**config.mk**
```make
export PLATFORM = sky130hd
export DESIGN_NAME = shift_seq_ctrl_flat
export DESIGN_NICKNAME = d
export VERILOG_FILES = /design/src/rtl/shift_seq_ctrl_pkg.sv /design/src/rtl/shift_seq_ctrl_if.sv /design/src/rtl/shift_seq_ctrl_amt_counter.sv /design/src/rtl/shift_seq_ctrl.sv /design/src/flat_wrapper.sv
export SDC_FILE = /design/constraint.sdc
export NUM_CORES = 1
export LEC_CHECK = 0
export ABC_AREA = 0
export ABC_CLOCK_PERIOD_IN_PS = 2000
export BUFFER_PORTS_ARGS = -buffer_cell sky130_fd_sc_hd__buf_2
export CAP_MARGIN = 20
export CORE_ASPECT_RATIO = 0.75
export CORE_UTILIZATION = 45
export DETAILED_ROUTE_END_ITERATION = 7
export MAX_ROUTING_LAYER = met4
export PLACE_DENSITY_LB_ADDON = 0.1
export SKIP_LAST_GASP = 1
export SLEW_MARGIN = 20
export SYNTH_ARGS = -nofsm -noshare
export SYNTH_HDL_FRONTEND = slang
export SYNTH_SLANG_ARGS = --single-unit
```
**constraint.sdc**
```tcl
create_clock -name clk -period 2 [get_ports clk]
set_input_delay 0.2 -clock clk [delete_from_list [all_inputs] [get_ports clk]]
set_output_delay 0.2 -clock clk [all_outputs]
set_load 0.02 [all_outputs]
```
**src/rtl/shift_seq_ctrl_pkg.sv**
```systemverilog
// Shared types for the shift-register command sequencer: op codes, sr_ctrl
// encodings and FSM states.
package shift_seq_pkg;

  typedef enum logic [1:0] {
    OP_LOAD = 2'b00,
    OP_SHL  = 2'b01,
    OP_SHR  = 2'b10,
    OP_ROTL = 2'b11
  } op_e;

  localparam logic [1:0] SR_HOLD = 2'b00;
  localparam logic [1:0] SR_SHL  = 2'b01;
  localparam logic [1:0] SR_SHR  = 2'b10;
  localparam logic [1:0] SR_LOAD = 2'b11;

  typedef enum logic [1:0] {
    ST_IDLE,
    ST_LOAD,
    ST_SHIFT,
    ST_DONE
  } state_e;

endpackage

```
**src/rtl/shift_seq_ctrl_if.sv**
```systemverilog
// Command handshake plus shift-register control bundle; the sequencer uses
// the slave modport, the command source / register side uses master.
interface shift_seq_ctrl_if #(
  parameter int N     = 8,
  parameter int CNT_W = $clog2(N + 1)
);
  logic             cmd_valid;
  logic             cmd_ready;
  logic [1:0]       cmd_op;
  logic [CNT_W-1:0] cmd_amt;
  logic             cmd_fill;
  logic [N-1:0]     cmd_data;
  logic [N-1:0]     sr_q;
  logic [1:0]       sr_ctrl;
  logic [N-1:0]     sr_d;
  logic             busy;
  logic             done;

  modport slave (
    input  cmd_valid, cmd_op, cmd_amt, cmd_fill, cmd_data, sr_q,
    output cmd_ready, sr_ctrl, sr_d, busy, done
  );

  modport master (
    output cmd_valid, cmd_op, cmd_amt, cmd_fill, cmd_data, sr_q,
    input  cmd_ready, sr_ctrl, sr_d, busy, done
  );
endinterface

```
**src/rtl/shift_seq_ctrl_amt_counter.sv**
```systemverilog
// Loadable shift-amount down-counter; loads min(amt, N) and flags the final
// shift cycle when the count is 1.
module shift_amt_counter #(
  parameter int N     = 8,
  parameter int CNT_W = $clog2(N + 1)
) (
  input  logic             clk,
  input  logic             reset,
  input  logic             load_i,
  input  logic [CNT_W-1:0] amt_i,
  input  logic             dec_i,
  output logic             last_o
);

  localparam logic [CNT_W-1:0] MAX_AMT = CNT_W'(N);

  logic [CNT_W-1:0] cnt_q;
  logic [CNT_W-1:0] cnt_d;

  always_comb begin
    cnt_d = cnt_q;
    if (load_i) begin
      cnt_d = (amt_i > MAX_AMT) ? MAX_AMT : amt_i;
    end else if (dec_i && (cnt_q != '0)) begin
      cnt_d = cnt_q - 1'b1;
    end
  end

  always_ff @(posedge clk or posedge reset) begin
    if (reset) begin
      cnt_q <= '0;
    end else begin
      cnt_q <= cnt_d;
    end
  end

  assign last_o = (cnt_q == CNT_W'(1));

endmodule

```
**src/rtl/shift_seq_ctrl.sv**
```systemverilog
// Command sequencer expanding load/shift/rotate commands into per-cycle
// sr_ctrl/sr_d for univ_shift_reg. Define SHIFT_SEQ_ROT_EN to enable ROTL.
module shift_seq_ctrl
  import shift_seq_pkg::*;
#(
  parameter int N     = 8,
  parameter int CNT_W = $clog2(N + 1)
) (
  input  logic             clk,
  input  logic             reset,
  shift_seq_ctrl_if.slave  bus
);

  state_e       state_q, state_d;
  op_e          op_q;
  logic         fill_q;
  logic [N-1:0] data_q;
  logic         accept;
  logic         cnt_last;
  logic [1:0]   ctrl_dec;
  logic [N-1:0] data_dec;

  assign accept = bus.cmd_valid && (state_q == ST_IDLE);

  always_ff @(posedge clk or posedge reset) begin
    if (reset) begin
      state_q <= ST_IDLE;
      op_q    <= OP_LOAD;
      fill_q  <= 1'b0;
      data_q  <= '0;
    end else begin
      state_q <= state_d;
      if (accept) begin
        op_q   <= op_e'(bus.cmd_op);
        fill_q <= bus.cmd_fill;
        data_q <= bus.cmd_data;
      end
    end
  end

  shift_amt_counter #(
    .N     (N),
    .CNT_W (CNT_W)
  ) u_amt_counter (
    .clk    (clk),
    .reset  (reset),
    .load_i (accept),
    .amt_i  (bus.cmd_amt),
    .dec_i  (state_q == ST_SHIFT),
    .last_o (cnt_last)
  );

  always_comb begin
    state_d = state_q;
    case (state_q)
      ST_IDLE: begin
        if (bus.cmd_valid) begin
          case (op_e'(bus.cmd_op))
            OP_LOAD: state_d = ST_LOAD;
            OP_SHL,
            OP_SHR:  state_d = (bus.cmd_amt == '0) ? ST_DONE : ST_SHIFT;
`ifdef SHIFT_SEQ_ROT_EN
            default: state_d = (bus.cmd_amt == '0) ? ST_DONE : ST_SHIFT;
`else
            // Rotate not built: acknowledge the command without touching the register.
            default: state_d = ST_DONE;
`endif
          endcase
        end
      end
      ST_LOAD:  state_d = ST_DONE;
      ST_SHIFT: if (cnt_last) state_d = ST_DONE;
      ST_DONE:  state_d = ST_IDLE;
      default:  state_d = ST_IDLE;
    endcase
  end

  // Outputs decode from registered state and latched fields only.
  always_comb begin
    ctrl_dec = SR_HOLD;
    data_dec = '0;
    case (state_q)
      ST_LOAD: begin
        ctrl_dec = SR_LOAD;
        data_dec = data_q;
      end
      ST_SHIFT: begin
        case (op_q)
          OP_SHR: begin
            ctrl_dec = SR_SHR;
            data_dec = {N{fill_q}};
          end
`ifdef SHIFT_SEQ_ROT_EN
          OP_ROTL: begin
            ctrl_dec = SR_SHL;
            data_dec = {{(N-1){1'b0}}, bus.sr_q[N-1]};
          end
`endif
          default: begin
            ctrl_dec = SR_SHL;
            data_dec = {N{fill_q}};
          end
        endcase
      end
      default: begin
        ctrl_dec = SR_HOLD;
        data_dec = '0;
      end
    endcase
  end

`ifndef SHIFT_SEQ_ROT_EN
  logic unused_sr_q;
  assign unused_sr_q = ^bus.sr_q;
`endif

  assign bus.sr_ctrl   = ctrl_dec;
  assign bus.sr_d      = data_dec;
  assign bus.cmd_ready = (state_q == ST_IDLE);
  assign bus.busy      = (state_q != ST_IDLE);
  assign bus.done      = (state_q == ST_DONE);

endmodule

```
**src/flat_wrapper.sv**
```systemverilog
// flat-port wrapper written by rule: the top's interface ports become plain ports
module shift_seq_ctrl_flat import shift_seq_pkg::*;
#(
  parameter int N     = 8,
  parameter int CNT_W = $clog2(N + 1)
)
  (clk, reset, bus_cmd_valid, bus_cmd_op, bus_cmd_amt, bus_cmd_fill, bus_cmd_data, bus_sr_q, bus_cmd_ready, bus_sr_ctrl, bus_sr_d, bus_busy, bus_done);
  shift_seq_ctrl_if #(.N(N), .CNT_W(CNT_W)) bus_i ();
  input  logic clk;
  input  logic reset;
  input wire logic [$bits(bus_i.cmd_valid)-1:0] bus_cmd_valid;
  input wire logic [$bits(bus_i.cmd_op)-1:0] bus_cmd_op;
  input wire logic [$bits(bus_i.cmd_amt)-1:0] bus_cmd_amt;
  input wire logic [$bits(bus_i.cmd_fill)-1:0] bus_cmd_fill;
  input wire logic [$bits(bus_i.cmd_data)-1:0] bus_cmd_data;
  input wire logic [$bits(bus_i.sr_q)-1:0] bus_sr_q;
  output wire logic [$bits(bus_i.cmd_ready)-1:0] bus_cmd_ready;
  output wire logic [$bits(bus_i.sr_ctrl)-1:0] bus_sr_ctrl;
  output wire logic [$bits(bus_i.sr_d)-1:0] bus_sr_d;
  output wire logic [$bits(bus_i.busy)-1:0] bus_busy;
  output wire logic [$bits(bus_i.done)-1:0] bus_done;
  assign bus_i.cmd_valid = bus_cmd_valid;
  assign bus_i.cmd_op = bus_cmd_op;
  assign bus_i.cmd_amt = bus_cmd_amt;
  assign bus_i.cmd_fill = bus_cmd_fill;
  assign bus_i.cmd_data = bus_cmd_data;
  assign bus_i.sr_q = bus_sr_q;
  assign bus_cmd_ready = bus_i.cmd_ready;
  assign bus_sr_ctrl = bus_i.sr_ctrl;
  assign bus_sr_d = bus_i.sr_d;
  assign bus_busy = bus_i.busy;
  assign bus_done = bus_i.done;
  shift_seq_ctrl #(.N(N), .CNT_W(CNT_W)) u_core (.clk(clk), .reset(reset), .bus(bus_i));
endmodule
```
Yosys cells after proc, flatten, opt, wreduce, memory -nomap -nowiden
Index checks and enable logic that the tools add are counted.
{"block": "word_totals", "out_inout_bits": 13, "in_bits": 26, "reg_bits": 17, "word_cells": 37}
{"block": "classes", "mux": 11, "n_addsub": 1, "n_lt_le_gt_ge": 1, "n_reduce_logical": 10, "eq_ne": 9}
{"op": "8-bit one-hot mux with 2 select lines", "count": 1}
{"op": "4-bit 2-to-1 mux", "count": 3}
{"op": "2-bit equality test, second input constant", "count": 4}
{"op": "2-bit one-hot mux with 2 select lines", "count": 2}
{"op": "2-bit one-hot mux with 4 select lines", "count": 1}
{"op": "2-bit 2-to-1 mux", "count": 3}
{"op": "2-bit by 1-bit equality test with 1-bit output, second input constant", "count": 2}
{"op": "4-bit by 1-bit equality test with 1-bit output, second input constant", "count": 1}
{"op": "4-bit > comparator, second input constant", "count": 1}
{"op": "2-bit zero test", "count": 2}
{"op": "4-bit zero test", "count": 1}
{"op": "2-bit nonzero test", "count": 2}
{"op": "4-bit nonzero test", "count": 1}
{"op": "4-bit by 1-bit subtractor with 4-bit output, second input constant", "count": 1}
{"op": "1-bit logical AND", "count": 2}
{"op": "2-bit by 1-bit != test with 1-bit output, second input constant", "count": 1}
{"op": "2-bit != test, second input constant", "count": 1}
{"op": "2-bit AND reduction", "count": 1}
{"op": "2-bit OR reduction", "count": 1}
{"op": "1-bit 2-to-1 mux", "count": 1}

Logic depth before layout (Yosys ltp)
{"block": "depth", "ltp_word": 5, "mapped_depth": 6, "ltp_nobuf": 5}

Cells and area by module
Synthesis repeated with hierarchy kept, for this count alone.
{"block": "hier_totals", "hier_cells": 109, "area_unflattened_um2": 1072.3}
{"mod": "shift_seq_ctrl", "area_each_um2": 790.8, "instances": 1, "seq_area_each_um2": 325.3, "cells_each": 77}
{"mod": "shift_amt_counter", "area_each_um2": 281.5, "instances": 1, "seq_area_each_um2": 100.1, "cells_each": 32}

Worst setup path before layout
No wires, ideal clock.
{"block": "synth_timing", "path_type": "register to register", "startpoint": "register u_core.state_q[0]", "endpoint": "register u_core.state_q[0]", "path_stages_with_launch": 6, "arrival_ns": 1.490, "slack_ns": 0.367, "t_required_ns": 1.857, "path_buffers": 0, "path_cell_list": "dfrtp_1 inv_1 ha_1 inv_1 a2111oi_0 o22ai_1"}
{"block": "synth_between", "elab_chain_len": 3, "elab_cells_between_ends": 8, "classes_between": "eq/ne (5); mux (1); reduce/logical (2)"}
{"element": "from (decl)", "line_no": "shift_seq_ctrl.sv:14", "source": "state_e state_q, state_d;"}
{"element": "from (signal assigned)", "line_no": "shift_seq_ctrl.sv:32", "source": "state_q <= state_d;"}
{"element": "2-bit zero test (*)"}
{"element": "net bus_cmd_ready", "line_no": "flat_wrapper.sv:17", "source": "output wire logic [$bits(bus_i.cmd_ready)-1:0] bus_cmd_ready;"}
{"element": "2-bit != test (no line)"}
{"element": "2-bit AND reduction (no line)"}
The timed path passes the listed nets; every way through them passes the cells marked *.
A chain may end at the register's enable or synchronous reset.

Final worst setup path
{"block": "layout_timing", "startpoint": "register u_core.state_q[0]", "endpoint": "register u_core.u_amt_counter.cnt_q[1]"}
{"block": "layout_between", "elab_chain_len": 3, "elab_cells_between_ends": 6, "classes_between": "eq/ne (1); mux (1); reduce/logical (4)"}
{"element": "2-bit equality test / 2-bit zero test (equally long branches)", "line_no": "shift_seq_ctrl.sv:49, shift_seq_ctrl.sv:23"}
{"element": "1-bit logical AND, on equally long branches", "line_no": "shift_seq_ctrl_amt_counter.sv:24, shift_seq_ctrl.sv:23"}
{"element": "2-bit nonzero test (no line) / 4-bit 2-to-1 mux (equally long branches)"}
{"element": "to (signal assigned)", "line_no": "shift_seq_ctrl_amt_counter.sv:33", "source": "cnt_q <= cnt_d;"}
{"element": "to (decl)", "line_no": "shift_seq_ctrl_amt_counter.sv:17", "source": "logic [CNT_W-1:0] cnt_q;"}
Several ways; a longest one is shown, not always the timed one.

==> flow_summary.toml <==
[die]
io_pins = 39
die_width_um = 57.7
row_count = 14
initial_utilization = 0.499
core_area_mm2 = 0.00210
die_h_um = 43.8
die-area_mm2 = 0.00253

[run_status]
violations = "design-rule violations, negative hold slack"
status = "finished with violations"

[layout]
mostFrequentLayoutCell = "buf_2"
fin_nets = 172
drive_above_1_share = 0.301
final_util = 0.595
antenna_cells = 0
mostFrequentLayoutCells = "buf_2, dfrtp_1, nand2_1"
design_area_mm2 = 0.00125
n_fill_cell = 186
area_delta_synth_final_pct = 19.2
fin_cells = 160

[cts]
cts-htree-levels = 1
root_buffer = "clkbuf_4"
cts_buffers = 3
hold_buffers = 0
cts.sinks = 17
cts_tree = "done"
clk_pin_slew_ns = 0.09
cts_max_path_buffers = 2
clock_latency_ns = 0.28

[routing]
drc_errors = 1
vias = 834
drt.antenna.violating_nets = 0
wl_per_cell_um = 13.2
drtIter0Drc = 23
wirelength_mm = 2.11
vias_per_cell = 5.21
first_pass_iters = 6

[sta]
finalWorstPathRequiredPeriod_ns = 1.79
tns_ns = 0
rsz0062_at_grt = "false"
setup_viol = 0
fin_crit_sh = 0.896
worst_slack_ns = 0.207
clock.fmax_mhz = 558
finalClockSkew_ns = 0.00295
tightest_slew_ns = 0.640
whs_ns = -0.0170
relSlewSlack = 0.573
finalHoldViolations = 17
final_max_slew_viol_count = 0

[global_route]
grt-ovfl-total = 0
antenna_found_initial = 0
grt_pass1_vias = 741
grtUsageTotal = 0.193
grt_pass1_wl_mm = 3.44
grt_start_max_net_pins = 18

[critical_path]
r2r_start = "u_core.state_q[0]"
crit_chain = "inv_1 -> ha_1 -> nand2_1 -> buf_4 -> o32ai_1"
cp_max_fo = 11
worstSetupPathType = "reg -> reg"
critical_path.slowest_cell = "dfrtp_1"
cp-startpoint = "u_core.state_q[0]"
crit_required_ns = 2.19
cp_slowest_stage_delay_ns = 0.41
critPathArrivalTime_ns = 1.98
endpoint_kind = "flop"
start_kind = "flop"

[yosys]
synth_compound_area_frac = 0.183
yosys.area.top_type_share = 0.406
ys_ff_latch = 17
synthesis.area_mm2 = 0.00105
synth.distinct_cells = 28
synthMuxAreaShare = 0.117
syn_area_per_cell_um2 = 9.99
synthCells = 105
ys_seq_area_frac = 0.406
synth_area_leaders = "dfrtp_1, ha_1, mux2_1"
synth_nets = 140
yosys.area_share.simple = 0.125
synthAdderAreaFrac = 0.107
synth_top_family_by_area = "compound AO/OA/AOI/OAI gates"
synth_top_area_cell = "dfrtp_1"
yosys_warnings = 0
synthXorXnorAreaFrac = 0

[pwr]
peakVddDrop_mv = 0.742
p_int_uw = 1130
p_sw_frac = 0.449
pwr-share-comb = 0.596
p_leak_uw = 0.000633
power_density_mw_per_mm2 = 1640
seq_power_share = 0.318
p_clk_frac = 0.087
power_switching_uw = 921

[placement]
portBuffers = 30
placed_area_mm2 = 0.00122
dpl_worst_slack_ns = 0.190
place_congestion = 0.713
hpwl_mm = 1.67
post-place-cells = 156

[worst_hold_path]
hp-class = "in -> async"

[flow_run]
cap_violations = 0
kinds of logic (layout without fill, tap and decap cells):
| logic type | Yosys count | count (layout) |
|---|---|---|
| flip-flops | 17 | 17 |
| AO/OA/AOI/OAI | 28 | 28 |
| AND/OR/NAND/NOR | 24 | 24 |
| multiplexers | 11 | 11 |
| buffers and inverters | 16 | 47 |
| adder cells (fa/ha/maj) | 9 | 9 |
what timing repair did:
action / in CTS / in global routing
setup buffers: 0 / 0
gates resized for setup: 0 / 2
endpoints found under the setup margin: 0 / 3
critical path, delay by kind of cell (launching register included):
family | cells | cell delay [ns]
AND/OR/NAND/NOR | 1 | 0.35
flip-flops | 1 | 0.41
AO/OA/AOI/OAI | 1 | 0.22
buffers and inverters | 2 | 0.40
adder cells (fa/ha/maj) | 1 | 0.31
sequential cells by signal, indices dropped and copies added (netlist names):
| register | count |
|---|---|
| u_core.data_q | 8 |
| u_core.op_q | 2 |
| u_core.state_q | 2 |
| u_core.fill_q | 1 |
| u_core.u_amt_counter.cnt_q | 4 |
worst paths after layout:
path	endpoint	slack, ns	cells after the start
worst max-delay path	u_core.u_amt_counter.cnt_q[1]	0.21	5
worst min-delay path	u_core.data_q[6]	-0.02	2
worst max register to register	u_core.u_amt_counter.cnt_q[1]	0.21	5
worst min register to register	u_core.op_q[0]	0.49	2
max in group asynchronous	u_core.u_amt_counter.cnt_q[1]	1.60	2
min in group clk	u_core.data_q[1]	0.12	2
power by group through the flow:
stage	combinational [uW]	clock [uW]	sequential (uW)
floorplan	926	0	616
global route	1360	208	676
finish	1220	178	652
detailed placement	1220	0	656
CTS	1220	187	649
global placement	1190	0	637
per-stage QoR:
step | hold slack (ns) | power (uW)
floorplan | 0.126 | 1540
global placement | 0.309 | 1830
detailed placement | 0.318 | 1870
CTS | 0.000825 | 2060
global route | 0.0237 | 2240
finish | -0.0170 | 2050
per-layer routing:
layer	vias up	global-route usage	share of wire
met4	0	0.0429	0.0062
met5	-	-	0
met2	23	0.274	0.43
met3	2	0.0627	0.053
met1	383	0.268	0.51
li1	426	-	-
final cells by class:
class	instances	area, um^2	share of cell area
Inverter	11	41.3	0.0330
Tap cell	24	30.0	0.0240
Multi-Input combinational cell	72	562	0.449
Clock buffer	4	26.3	0.0210
Timing Repair Buffer	32	165	0.132
Sequential cell	17	425	0.340
synthesized netlist by cell type:
library cell   n
dfrtp_1       17
nand2_1       13
inv_1         11
mux2_1        10
a21boi_1       9
ha_1           9
a21oi_1        7
clkbuf_1       3
nor2_1         3
a31oi_1        2
nor4b_1        2
o21ai_1        2
or3b_4         2
a2111oi_0      1
a211o_1        1
a21o_1         1
a21oi_2        1
a32o_1         1
and2b_2        1
and4b_2        1
buf_2          1
clkbuf_4       1
mux2i_1        1
nand3_1        1
nor2b_1        1
o21a_1         1
o22ai_1        1
o32ai_1        1
(Power assumes the default switching activity.)
